===== config.mk =====
export PLATFORM = sky130hd
export DESIGN_NAME = hsid_obi_pixel_responder
export DESIGN_NICKNAME = d
export VERILOG_FILES = /design/src/rtl/hsid_obi_pixel_responder.sv
export SDC_FILE = /design/constraint.sdc
export NUM_CORES = 1
export LEC_CHECK = 0
export CORE_MARGIN = 1.5
export CORE_UTILIZATION = 36
export DETAILED_ROUTE_END_ITERATION = 12
export HOLD_SLACK_MARGIN = 0.03
export PLACE_DENSITY = 0.76
export SLEW_MARGIN = 20
export SYNTH_ARGS = -nofsm -noshare
export SYNTH_HDL_FRONTEND = slang
export SYNTH_SLANG_ARGS = --single-unit
export TNS_END_PERCENT = 20

===== constraint.sdc =====
create_clock -name clk -period 3 [get_ports clk]
set_clock_uncertainty 0.05 [all_clocks]
set_input_delay 0.6 -clock clk [delete_from_list [all_inputs] [get_ports clk]]
set_output_delay 0.6 -clock clk [all_outputs]
set_load 0.02 [all_outputs]

===== src/rtl/hsid_obi_pixel_responder.sv =====
// OBI responder serving address-derived pixel words; rvalid RSP_LATENCY cycles after the grant edge.
// Backpressure: grant optionally gated by an LFSR; no rready, responses never stall.
package hsid_x_obi_inf_pkg;

  typedef struct packed {
    logic        req;
    logic        we;
    logic [3:0]  be;
    logic [31:0] addr;
    logic [31:0] wdata;
  } obi_req_t;

  typedef struct packed {
    logic        gnt;
    logic        rvalid;
    logic [31:0] rdata;
  } obi_resp_t;

endpackage

module hsid_obi_pixel_responder #(
  parameter int                    WORD_WIDTH  = 32,
  parameter int                    DATA_WIDTH  = 16,
  parameter logic [WORD_WIDTH-1:0] VALUE_MASK  = 32'h00003FFF,
  parameter bit                    RANDOM_GNT  = 1'b1,
  parameter logic [15:0]           LFSR_SEED   = 16'hACE1,
  parameter int                    RSP_LATENCY = 1,
  parameter int                    CNT_WIDTH   = 16
) (
  input  logic                          clk,
  input  logic                          rst,
  input  hsid_x_obi_inf_pkg::obi_req_t  obi_req,
  output hsid_x_obi_inf_pkg::obi_resp_t obi_rsp,
  output logic [CNT_WIDTH-1:0]          rd_count_o,
  output logic [CNT_WIDTH-1:0]          wr_count_o,
  output logic                          busy_o
);

  localparam int NUM_LANES = WORD_WIDTH / DATA_WIDTH;

  if (RSP_LATENCY < 1 || RSP_LATENCY > 4) begin : g_bad_latency
    $error("hsid_obi_pixel_responder: RSP_LATENCY must be within 1..4");
  end
  if (WORD_WIDTH % DATA_WIDTH != 0) begin : g_bad_lanes
    $error("hsid_obi_pixel_responder: WORD_WIDTH must be a multiple of DATA_WIDTH");
  end
  if (LFSR_SEED == 16'h0000) begin : g_bad_seed
    $error("hsid_obi_pixel_responder: LFSR_SEED must be non-zero");
  end

  typedef struct packed {
    logic                  vld;
    logic [WORD_WIDTH-1:0] dat;
  } stage_t;

  logic [15:0]           lfsr_q;
  logic                  lfsr_fb;
  logic                  gnt_allow;
  logic                  gnt;
  logic                  addr_hs;
  logic [DATA_WIDTH-1:0] lane_dat;
  logic [WORD_WIDTH-1:0] rsp_dat;
  stage_t                pipe_q [RSP_LATENCY];
  logic                  unused_req_bits;

  // Free-running so the grant pattern depends only on cycles since reset.
  assign lfsr_fb   = lfsr_q[0] ^ lfsr_q[2] ^ lfsr_q[3] ^ lfsr_q[5];
  assign gnt_allow = RANDOM_GNT ? lfsr_q[0] : 1'b1;
  assign gnt       = obi_req.req & gnt_allow & ~rst;
  assign addr_hs   = obi_req.req & gnt;

  always_ff @(posedge clk or posedge rst) begin
    if (rst) begin
      lfsr_q <= LFSR_SEED;
    end else begin
      lfsr_q <= {lfsr_fb, lfsr_q[15:1]};
    end
  end

  assign lane_dat = obi_req.addr[DATA_WIDTH-1:0] & VALUE_MASK[DATA_WIDTH-1:0];

  always_comb begin
    rsp_dat = '0;
    if (!obi_req.we) begin
      rsp_dat = {NUM_LANES{lane_dat}};
    end
  end

  // Data is zeroed on idle slots so rdata reads 0 whenever rvalid is low.
  always_ff @(posedge clk or posedge rst) begin
    if (rst) begin
      for (int i = 0; i < RSP_LATENCY; i++) begin
        pipe_q[i] <= '0;
      end
    end else begin
      pipe_q[0].vld <= addr_hs;
      pipe_q[0].dat <= addr_hs ? rsp_dat : '0;
      for (int i = 1; i < RSP_LATENCY; i++) begin
        pipe_q[i] <= pipe_q[i-1];
      end
    end
  end

  always_ff @(posedge clk or posedge rst) begin
    if (rst) begin
      rd_count_o <= '0;
      wr_count_o <= '0;
    end else if (addr_hs) begin
      if (obi_req.we) begin
        if (wr_count_o != '1) wr_count_o <= wr_count_o + 1'b1;
      end else begin
        if (rd_count_o != '1) rd_count_o <= rd_count_o + 1'b1;
      end
    end
  end

  always_comb begin
    busy_o = gnt;
    for (int i = 0; i < RSP_LATENCY; i++) begin
      busy_o = busy_o | pipe_q[i].vld;
    end
  end

  always_comb begin
    obi_rsp        = '0;
    obi_rsp.gnt    = gnt;
    obi_rsp.rvalid = pipe_q[RSP_LATENCY-1].vld;
    obi_rsp.rdata  = pipe_q[RSP_LATENCY-1].dat;
  end

  // Write payload and upper address bits carry no meaning for this responder.
  assign unused_req_bits = ^{obi_req.be, obi_req.wdata, obi_req.addr[WORD_WIDTH-1:DATA_WIDTH]};

endmodule


==> metrics list <==
- The die covers 0.00815 mm2.
- Dividing the final minimum period by the clock period gives 96.8%.
- Summing every instance area after synthesis gives between 0.002 and 0.003 mm2.
- TritonCTS built the clock tree.
- Total of max-cap violations: 0
- Unrepaired setup endpoints after global routing: no
* Cell chain of the critical path: clkdlybuf4s50_1 -> clkinvlp_4 -> and3_1 -> or2_2 -> clkdlybuf4s50_1
- Post-detailed-route count of antenna-violating nets: 0
- Reg-to-reg startpoint: wr_count_o[0]
- In this run the most critical hold path is launched from lfsr_q[9].
* Antenna violations before repair: 0
* Drt first pass iters: 5
- Relative to the synthesized area, the layout overhead comes to 38.3%.
- Vias after detailed routing: between 1500 and 2000
* Post-layout total power: about 0.0018 W
- Clock-pin slew of the registers on the worst-case setup and hold paths: about 70 ps
- Worst rel slew slack: 49.1%
* Fin. Hold Viols: 0
- CTS root buffer: sky130_fd_sc_hd__clkbuf_8
- Counting flops with a built-in enable in the synthesized netlist gives 0.
- Worst R2R Setup Slack: around 1100 ps
- Vertical extent of the die: between 90 and 100 um
* Commonest non-fill, non-tap cell in the layout: sky130_fd_sc_hd__clkdlybuf4s50_1
* Total number of nets in the final design: about 370
- Via/cell ratio: roughly 4.7
* Master of the slowest instance on the critical path: sky130_fd_sc_hd__clkdlybuf4s50_1
- Final count of negative-setup-slack endpoints: 0
- For this block, the initial DRC count from the detailed router was between 40 and 50.
- Among the stages of the critical path, the cell type that occurs most often is sky130_fd_sc_hd__clkdlybuf4s50_1.
* Endpoint, Worst Hold: lfsr_q[8]
- Wire length of the first global-routing pass: 8910 um
- P per Cell Area: 473 mW/mm2
* Top Ports: ~140
- Result of the run: finished, final reports clean
- For the final routed database, the setup TNS stands at 0 ps.
* Cell area reported after detailed placement: roughly 0.0035 mm2
- In this run the number of H-tree levels came out at 3.
- Async S/R FF share, synth: 100%
- Sequential share of the synthesized area: 57.9%
* Depth of the worst register-to-register path: 5
- Maximum fanout count along the critical path: 3
- Number of stages on the worst hold path: 0
- Gates resized, CTS repair: 0
- Summed area of non-filler cells in the final layout: about 0.0038 mm2
* Drc violations: 0
- Final max-slew violation count: 0
- Hold WC Path Type: reg2reg
- After synthesis the netlist holds a flip-flop and latch count of 63.
* GP Congestion: between 0.7 and 0.8
* Total Routing Usage GR: between 10% and 20%
* Transition time of the tightest slew-check pin: roughly 760 ps
- In the layout the commonest cells are sky130_fd_sc_hd__clkdlybuf4s50_1 (80), sky130_fd_sc_hd__dfrtp_1 (55), sky130_fd_sc_hd__xor2_1 (23).
- 0 antenna diodes ended up in the layout.
- Row cnt: 31
- Skew-Pair Late Insertion Delay: about 330 ps
- Cells with a size suffix above 1 make up ~13% of the layout.
- Data arrives at the worst endpoint at between 2000 and 2500 ps.
* IR Drop Worst-Case VDD: approximately 0.00026 V
* X dimension of the die: between 90 and 100 um
- STA classifies the critical path startpoint as a primary input.
- Routed wire length: between 5000 and 6000 um
- The number of buffers and inverters on the critical path is 3.
* Clock buffer count from CTS: 9
* Grt total ovfl: 0
- For this configuration, the core starts out at a cell density of between 30% and 40%.
- Synth unique cells: between 40 and 50
- STA classifies the critical path endpoint as an output pin.
- Largest net degree at the start of global routing: 65
* Required time reported for the critical path endpoint: ~2400 ps
* Placeable core region: approximately 0.0073 mm2
- The number of global-route vias before repair came to roughly 1800.
* Endpoint of the worst register-to-register path: wr_count_o[1]
- Summed over all nets, the half-perimeter wirelength after detailed placement is between 3000 and 4000 um.
- Ys flop type: sky130_fd_sc_hd__dfrtp_1
- Pleak: 1.77 nW
* Largest incremental delay on the critical path: roughly 550 ps
* Synthesized area divided by synthesized cell count: 12.2 um2
* Number of post-CTS setup repair buffers: 0
* Gate Count Post-Synth: around 220
* Final routed wire length divided by cell count: between 10 and 15 um
- Warnings from Yosys: 0
* Minimum clock period after layout: around 2900 ps
- Clk sink count: 63
* Number of hold-repair buffers added at the cts stage: 0
- Among cell families on the critical path, the largest total delay comes from buffers and inverters.
- Max Fclk: 344 MHz
- The critical path is of the in2out type.
* Maximum clock insertion buffer count: 2
- Number of I/O port buffers: 80
[logic make-up (layout without fill, tap and decap cells)]
family,after synthesis,after routing,synth area share [%]
AO/OA/AOI/OAI,10,10,2.33
other,1,4,0.137
buffers and inverters,22,99,5.75
flip-flops,63,63,57.9
adder cells (fa/ha/maj),2,2,0.913
multiplexers,5,5,2.19
XOR/XNOR,27,27,8.63
AND/OR/NAND/NOR,94,94,22.2
[per-stage QoR]
| step | hold slack (ps) | util, % | setup slack [ps] | cells |
|---|---|---|---|---|
| after floorplan | 281 | - | 62.8 | 227 |
| after global placement | 285 | 48.6 | 127 | 387 |
| after detailed placement | 291 | 48.6 | 83.0 | 387 |
| after CTS | 306 | 52.0 | 83.6 | 403 |
| after global routing | 307 | 52.0 | 57.1 | 403 |
| final | 303 | 52.0 | 96.3 | 403 |
[power breakdown]
| group | leakage (nW) | internal (W) | total, W | switching (W) |
|---|---|---|---|---|
| Clock | 0.124 | 0.000599 | 0.000899 | 0.000301 |
| Sequential | 0.851 | 0.000850 | 0.000850 | 0 |
| Combinational | 0.798 | 0.0000206 | 0.0000439 | 0.0000233 |
| Total | 1.77 | 0.00147 | 0.00179 | 0.000324 |
[cell type report]
| type | instances | area, um2 |
|---|---|---|
| Clock buffer | 13 | 159 |
| Clock inverter | 3 | 90.1 |
| Fill cell | 671 | 3500 |
| Inverter | 1 | 7.51 |
| Multi-Input combinational cell | 142 | 1010 |
| Sequential cell | 63 | 1590 |
| Tap cell | 99 | 124 |
| Timing Repair Buffer | 82 | 816 |
[worst reg2reg max path: cells and delay by family (launching register included)]
family	cells	cell delay, ps
AND/OR/NAND/NOR	3	810
flip-flops	1	420
multiplexers	1	310
adder cells (fa/ha/maj)	1	220
[flip-flops by register name (all words and copies together), names as in the netlist]
signal and flops:
lfsr_q 16, rd_count_o 16, wr_count_o 16, obi_rsp 15
[Yosys cell counts (all sizes together), types with 3 or more instances]
library cell | instances | share of area (%)
nor2 | 9 | 1.2
nor4 | 6 | 2.7
xnor2 | 4 | 1.3
o21ai | 3 | 0.55
a21oi | 3 | 0.55
buf | 20 | 5.5
nor4b | 3 | 0.96
nand4 | 9 | 3.3
nand3 | 9 | 1.8
and3 | 3 | 0.68
and2 | 16 | 3.7
nor3 | 10 | 1.8
dfstp | 8 | 7.7
dfrtp | 55 | 50
mux2 | 5 | 2.2
nand2 | 17 | 2.3
xor2 | 23 | 7.3
[per-layer routing]
layer / routed length (um) / up-vias / GRT usage [%] / share of wire (%)
met1: 2300 / 903 / 16.2 / 43
met3: 360 / 6 / 5.22 / 6.8
met2: 2630 / 75 / 23.0 / 49
met5: 0 / - / 0 / 0
met4: 41 / 0 / 5.03 / 0.77
li1: - / 908 / - / -
[worst max path at each step]
| stage | start | to | slack [ps] | cells past startpoint |
|---|---|---|---|---|
| 2_1_floorplan | rst | busy_o | 60 | 3 |
| 3_3_place_gp | rst | busy_o | 130 | 5 |
| 3_5_place_dp | rst | busy_o | 80 | 5 |
| 4_1_cts | rst | busy_o | 80 | 5 |
| 5_1_grt | rst | busy_o | 60 | 5 |
| 6_report | rst | busy_o | 100 | 5 |
Power figures use the tool's default switching activity.
==> patch 1, RTL diff (same flow settings) <==
Set the parameter `RANDOM_GNT` to 1'b0 (it was 1'b1).
--- a/src/rtl/hsid_obi_pixel_responder.sv
+++ b/src/rtl/hsid_obi_pixel_responder.sv
@@ -23,5 +23,5 @@
   parameter int                    DATA_WIDTH  = 16,
   parameter logic [WORD_WIDTH-1:0] VALUE_MASK  = 32'h00003FFF,
-  parameter bit                    RANDOM_GNT  = 1'b1,
+  parameter bit                    RANDOM_GNT  = 1'b0,
   parameter logic [15:0]           LFSR_SEED   = 16'hACE1,
   parameter int                    RSP_LATENCY = 1,
Behaviour: not the same (Yosys sat finds a counterexample within 4 cycles, from zero or initial values and one cycle with rst high).
==> patch 1 against the original RTL <==
  * Worst setup slack improved by 0.12 ns
  * Critical path type unchanged
  * Synthesized area fell by 19%
  * Design area fell by 19%
  * Utilization rose by 0.14 points
  * Sequential cell count fell by 16
  * Wire length fell by 13%
Power is not compared: it rests on default switching activity, and its combinational part moved more than twofold at a synthesized area within 25%.
==> patch 1: results (changes against the original RTL) <==
reg2reg path depth=4 (-1); FF-to-FF setup slack=0.80 ns (-0.28 ns); Synth cell types=40 (-4.8%); reg2reg end=wr_count_o[1]; FILL cells=548 (-18%); Vias per Instance=4.92 (+4.8%); Worst Path Arrival=2.14 ns (-0.11 ns); worst r2r src=wr_count_o[0]; hold path depth=1 (+1); number of global-route vias before repair=1627 (-11%); wire per inst=13.3 um (+0.44%); diode count=0 (unchanged); Clock Tree Buf Depth=2 (unchanged); CP Max Fanout=4 (+1); first-pass GRT wire length=7720 um (-13%); gpl congestion=0.825 (+8.9%); Seq/Total Area, Yosys=53.1% (-4.8 points); cts bufs inserted=5 (-4); post-detail-place hpwl=3460 um (-8.2%); clk_lat worst skew=0.29 ns (-0.04 ns); share of cells above drive strength 1=7.64% (-5.2 points); Post-CTS Setup Bufs=0 (unchanged); largest net degree at the start of global routing=18 (-72%); TritonRoute pass-1 iters=4 (-1); Slew HR=50.7% (+1.6 points); initial drt markers=59 (+20%); outcome=complete, no violations; most frequent cells after synthesis=47 x dfrtp_1, 19 x buf_4, 15 x and2_1; synth top area cells=dfrtp_1 53%, buf_4 6.4%, xnor2_1 4.3%; I/O Buffers=80 (unchanged); Hold WC Path Type=reg -> reg; Yosys warnings=0 (unchanged); Critical Path Max Stage Delay=0.59 ns (+0.04 ns); CTS clk-pin slew, worst paths=0.08 ns; overall routing resource usage=15.2% (+1.4 points); Worst Min Path Start=wr_count_o[7]; hold endpoint=wr_count_o[7]; nets@finish=348 (-6.7%); htree depth=2 (-1)
==> patch 1: area by class of cell <==
| cell class | instances | area share [%] |
|---|---|---|
| well taps | 75 | 3.04 |
| clock buffers | 7 | 2.47 |
| repair buffers | 85 | 27.2 |
| multi-input cells | 132 | 28.7 |
| clock inverters | 1 | 0.162 |
| flip-flops and latches | 47 | 38.1 |
| inverters | 3 | 0.365 |
==> patch 1: worst max-delay path by stage <==
stage	from	endpoint	slack [ns]	depth (start not counted)
floorplan	rd_count_o[0]	rd_count_o[1]	0.91	6
global placement	obi_req[69]	busy_o	0.22	4
detailed placement	obi_req[69]	busy_o	0.19	4
CTS	obi_req[69]	busy_o	0.18	4
global route	obi_req[69]	busy_o	0.10	4
finish	obi_req[69]	busy_o	0.21	4
==> patch 1: worst register-to-register path, cell delays in order (launching register included) <==
cell     delay (ns)
dfrtp_1        0.43
ha_1           0.22
nand3_1        0.22
o41ai_1        0.76
mux2_2         0.40
==> patch 1: where the power goes <==
group / internal (mW) / leakage [nW] / switching, mW
registers: 0.705 / 0.634 / 0.0994
clock network: 0.164 / 0.0422 / 0.201
logic: 0.228 / 0.641 / 0.213
total: 1.10 / 1.32 / 0.513
==> patch 1: stage by stage <==
stage | hold WS [ns] | cells | util [%] | instance area, um^2 | setup WS (ns)
final | 0.455 | 350 | 52.1 | 3090 | 0.214
after global routing | 0.482 | 350 | 52.1 | 3090 | 0.103
after detailed placement | 0.440 | 342 | 50.8 | 3010 | 0.187
after floorplan | 0.545 | 204 | - | 2230 | 0.915
after CTS | 0.454 | 350 | 52.1 | 3090 | 0.181
after global placement | 0.430 | 342 | 50.8 | 3010 | 0.224
==> patch 1: logic make-up (layout without fill, tap and decap cells) <==
| family | after synthesis | after routing | share of synthesized area, % |
|---|---|---|---|
| other | 1 | 4 | 0.169 |
| xor gates and xnor gates | 21 | 21 | 8.30 |
| muxes | 4 | 4 | 2.20 |
| buffers and inverters | 25 | 96 | 7.45 |
| DFF | 47 | 47 | 53.1 |
| AOI/OAI and AO/OA | 16 | 16 | 4.69 |
| and+or+nand+nor | 85 | 85 | 23.0 |
| adders and majority gates | 2 | 2 | 1.13 |
==> patch 1: layer usage <==
layer / wire length [um] / part of all wire, % / GRT usage (%) / up-vias
met5: 0 / 0 / 0 / -
met4: 48 / 1.0 / 4.48 / 0
met3: 323 / 6.9 / 3.56 / 7
met2: 2370 / 51 / 26.6 / 55
met1: 1910 / 41 / 18.6 / 832
li1: - / - / - / 828
==> patch 2, RTL diff (same settings) <==
Without the edit above. Put one more register stage on the output `wr_count_o`, without a reset. The value now appears one clock later. The other outputs are not delayed to match.
--- a/src/rtl/hsid_obi_pixel_responder.sv
+++ b/src/rtl/hsid_obi_pixel_responder.sv
@@ -38,4 +38,6 @@
 
   localparam int NUM_LANES = WORD_WIDTH / DATA_WIDTH;
+
+  logic [CNT_WIDTH-1:0] wr_count_s0;
 
   if (RSP_LATENCY < 1 || RSP_LATENCY > 4) begin : g_bad_latency
@@ -105,8 +107,8 @@
     if (rst) begin
       rd_count_o <= '0;
-      wr_count_o <= '0;
+      wr_count_s0 <= '0;
     end else if (addr_hs) begin
       if (obi_req.we) begin
-        if (wr_count_o != '1) wr_count_o <= wr_count_o + 1'b1;
+        if (wr_count_s0 != '1) wr_count_s0 <= wr_count_s0 + 1'b1;
       end else begin
         if (rd_count_o != '1) rd_count_o <= rd_count_o + 1'b1;
@@ -132,4 +134,8 @@
   assign unused_req_bits = ^{obi_req.be, obi_req.wdata, obi_req.addr[WORD_WIDTH-1:DATA_WIDTH]};
 
+  always_ff @(posedge clk) begin
+    wr_count_o <= wr_count_s0;
+  end
+
 endmodule
 
Behaviour: not the same (a bounded check fails within 4 cycles, from zero or initial values and one cycle with rst high).
==> patch 2 against the original RTL <==
  * Clock power shrank 13%
  * Design area is 6.7% higher
  * Sequential cell count up 16
  * Power is 5.3% higher
  * Utilization shrank 2.5 points
  * Synthesized area is 11% higher
  * Wire length increased by 11%
  * Sequential share of layout area grew 5.3 points
  * Worst setup slack got worse by 0.021 ns
  * Highest routed layer unchanged
==> patch 2: results (changes against the original RTL) <==
switching power=417 uW (+29%); FILL cells=721 (+7.5%); grt met3 use=5.15% (-0.066 points); tightest hold margin=0.299 ns (-0.00415 ns); worst r2r src=wr_count_s0[0]; Vias per Instance=4.88 (+4.1%); placed instance area=3850 um^2 (+8.7%); Post-Layout Inst Area=4050 um^2 (+6.7%); Synth cell types=40 (-4.8%); Synth Register Bits=79 (+25%); XOR/XNOR Fraction of Synth Area=7.21% (-1.4 points); fraction of area in registers=47.1% (+5.3 points); met3 wire length=414 um (+15%); Non-clk invs=3 (+2); clk tree area frac=4.83% (-1.7 points); synth top area cells=dfrtp_1 45%, dfxtp_1 11%, dfstp_2 6.9%; compound-cell area share of the yosys netlist=2.72% (+0.39 points); comb_multi_in=139 (-2.1%); Clock group=782 uW (-13%); Post-Syn Instances=241 (+7.6%); most frequent cells after synthesis=55 x dfrtp_1, 20 x buf_4, 20 x xor2_1; Seq/Total Area, Yosys=62.8% (+4.9 points); met2 WL=2870 um (+8.8%); dpl ws=0.0682 ns (-0.0149 ns); Post-Synth Adder-Cell Area=0.824% (-0.089 points); worst vdd ir=0.230 mV (-12%); Flop pwr share=56.2% (+8.8 points); post-synthesis async set-or-reset flop share=79.7% (-20 points); area of the multi-input gates=966 um^2 (-4.2%); Worst Max-Slew Pin Slew=0.775 ns (+0.0117 ns); overall routing resource usage=14.1% (+0.30 points); Final non-clock buffer share=20.5% (-0.98 points); CP Max Fanout=4 (+1); number of global-route vias before repair=1993 (+8.8%); post-synthesis mux area share=1.57% (-0.63 points); post-detail-place hpwl=4060 um (+7.7%); outcome=complete, no violations; initial drt markers=71 (+45%); gpl congestion=0.789 (+4.2%); share of cells above drive strength 1=11.5% (-1.3 points)
patch 2: changes by cell type in the layout (fill, tap and decap cells not counted), moves of 3 or more:
cell and delta:
xor2_1 -3, nand2_1 -4, and3_1 +4, nor2_1 -5
a21oi_1 +3, dfxtp_1 +16, nand4_1 +4, nor4_1 +5
patch 2: critical path: cells and delay by family:
family | cells | cell delay [ns]
and+or+nand+nor | 2 | 0.47
buffers and inverters | 3 | 1.20
patch 2: worst max-delay path by stage:
| stage | from | to | slack, ns |
|---|---|---|---|
| after detailed placement | rst | busy_o | 0.07 |
| after floorplan | rst | busy_o | 0.06 |
| after global routing | rst | busy_o | 0.01 |
| after CTS | rst | busy_o | 0.06 |
| final | rst | busy_o | 0.08 |
| after global placement | rst | busy_o | 0.09 |
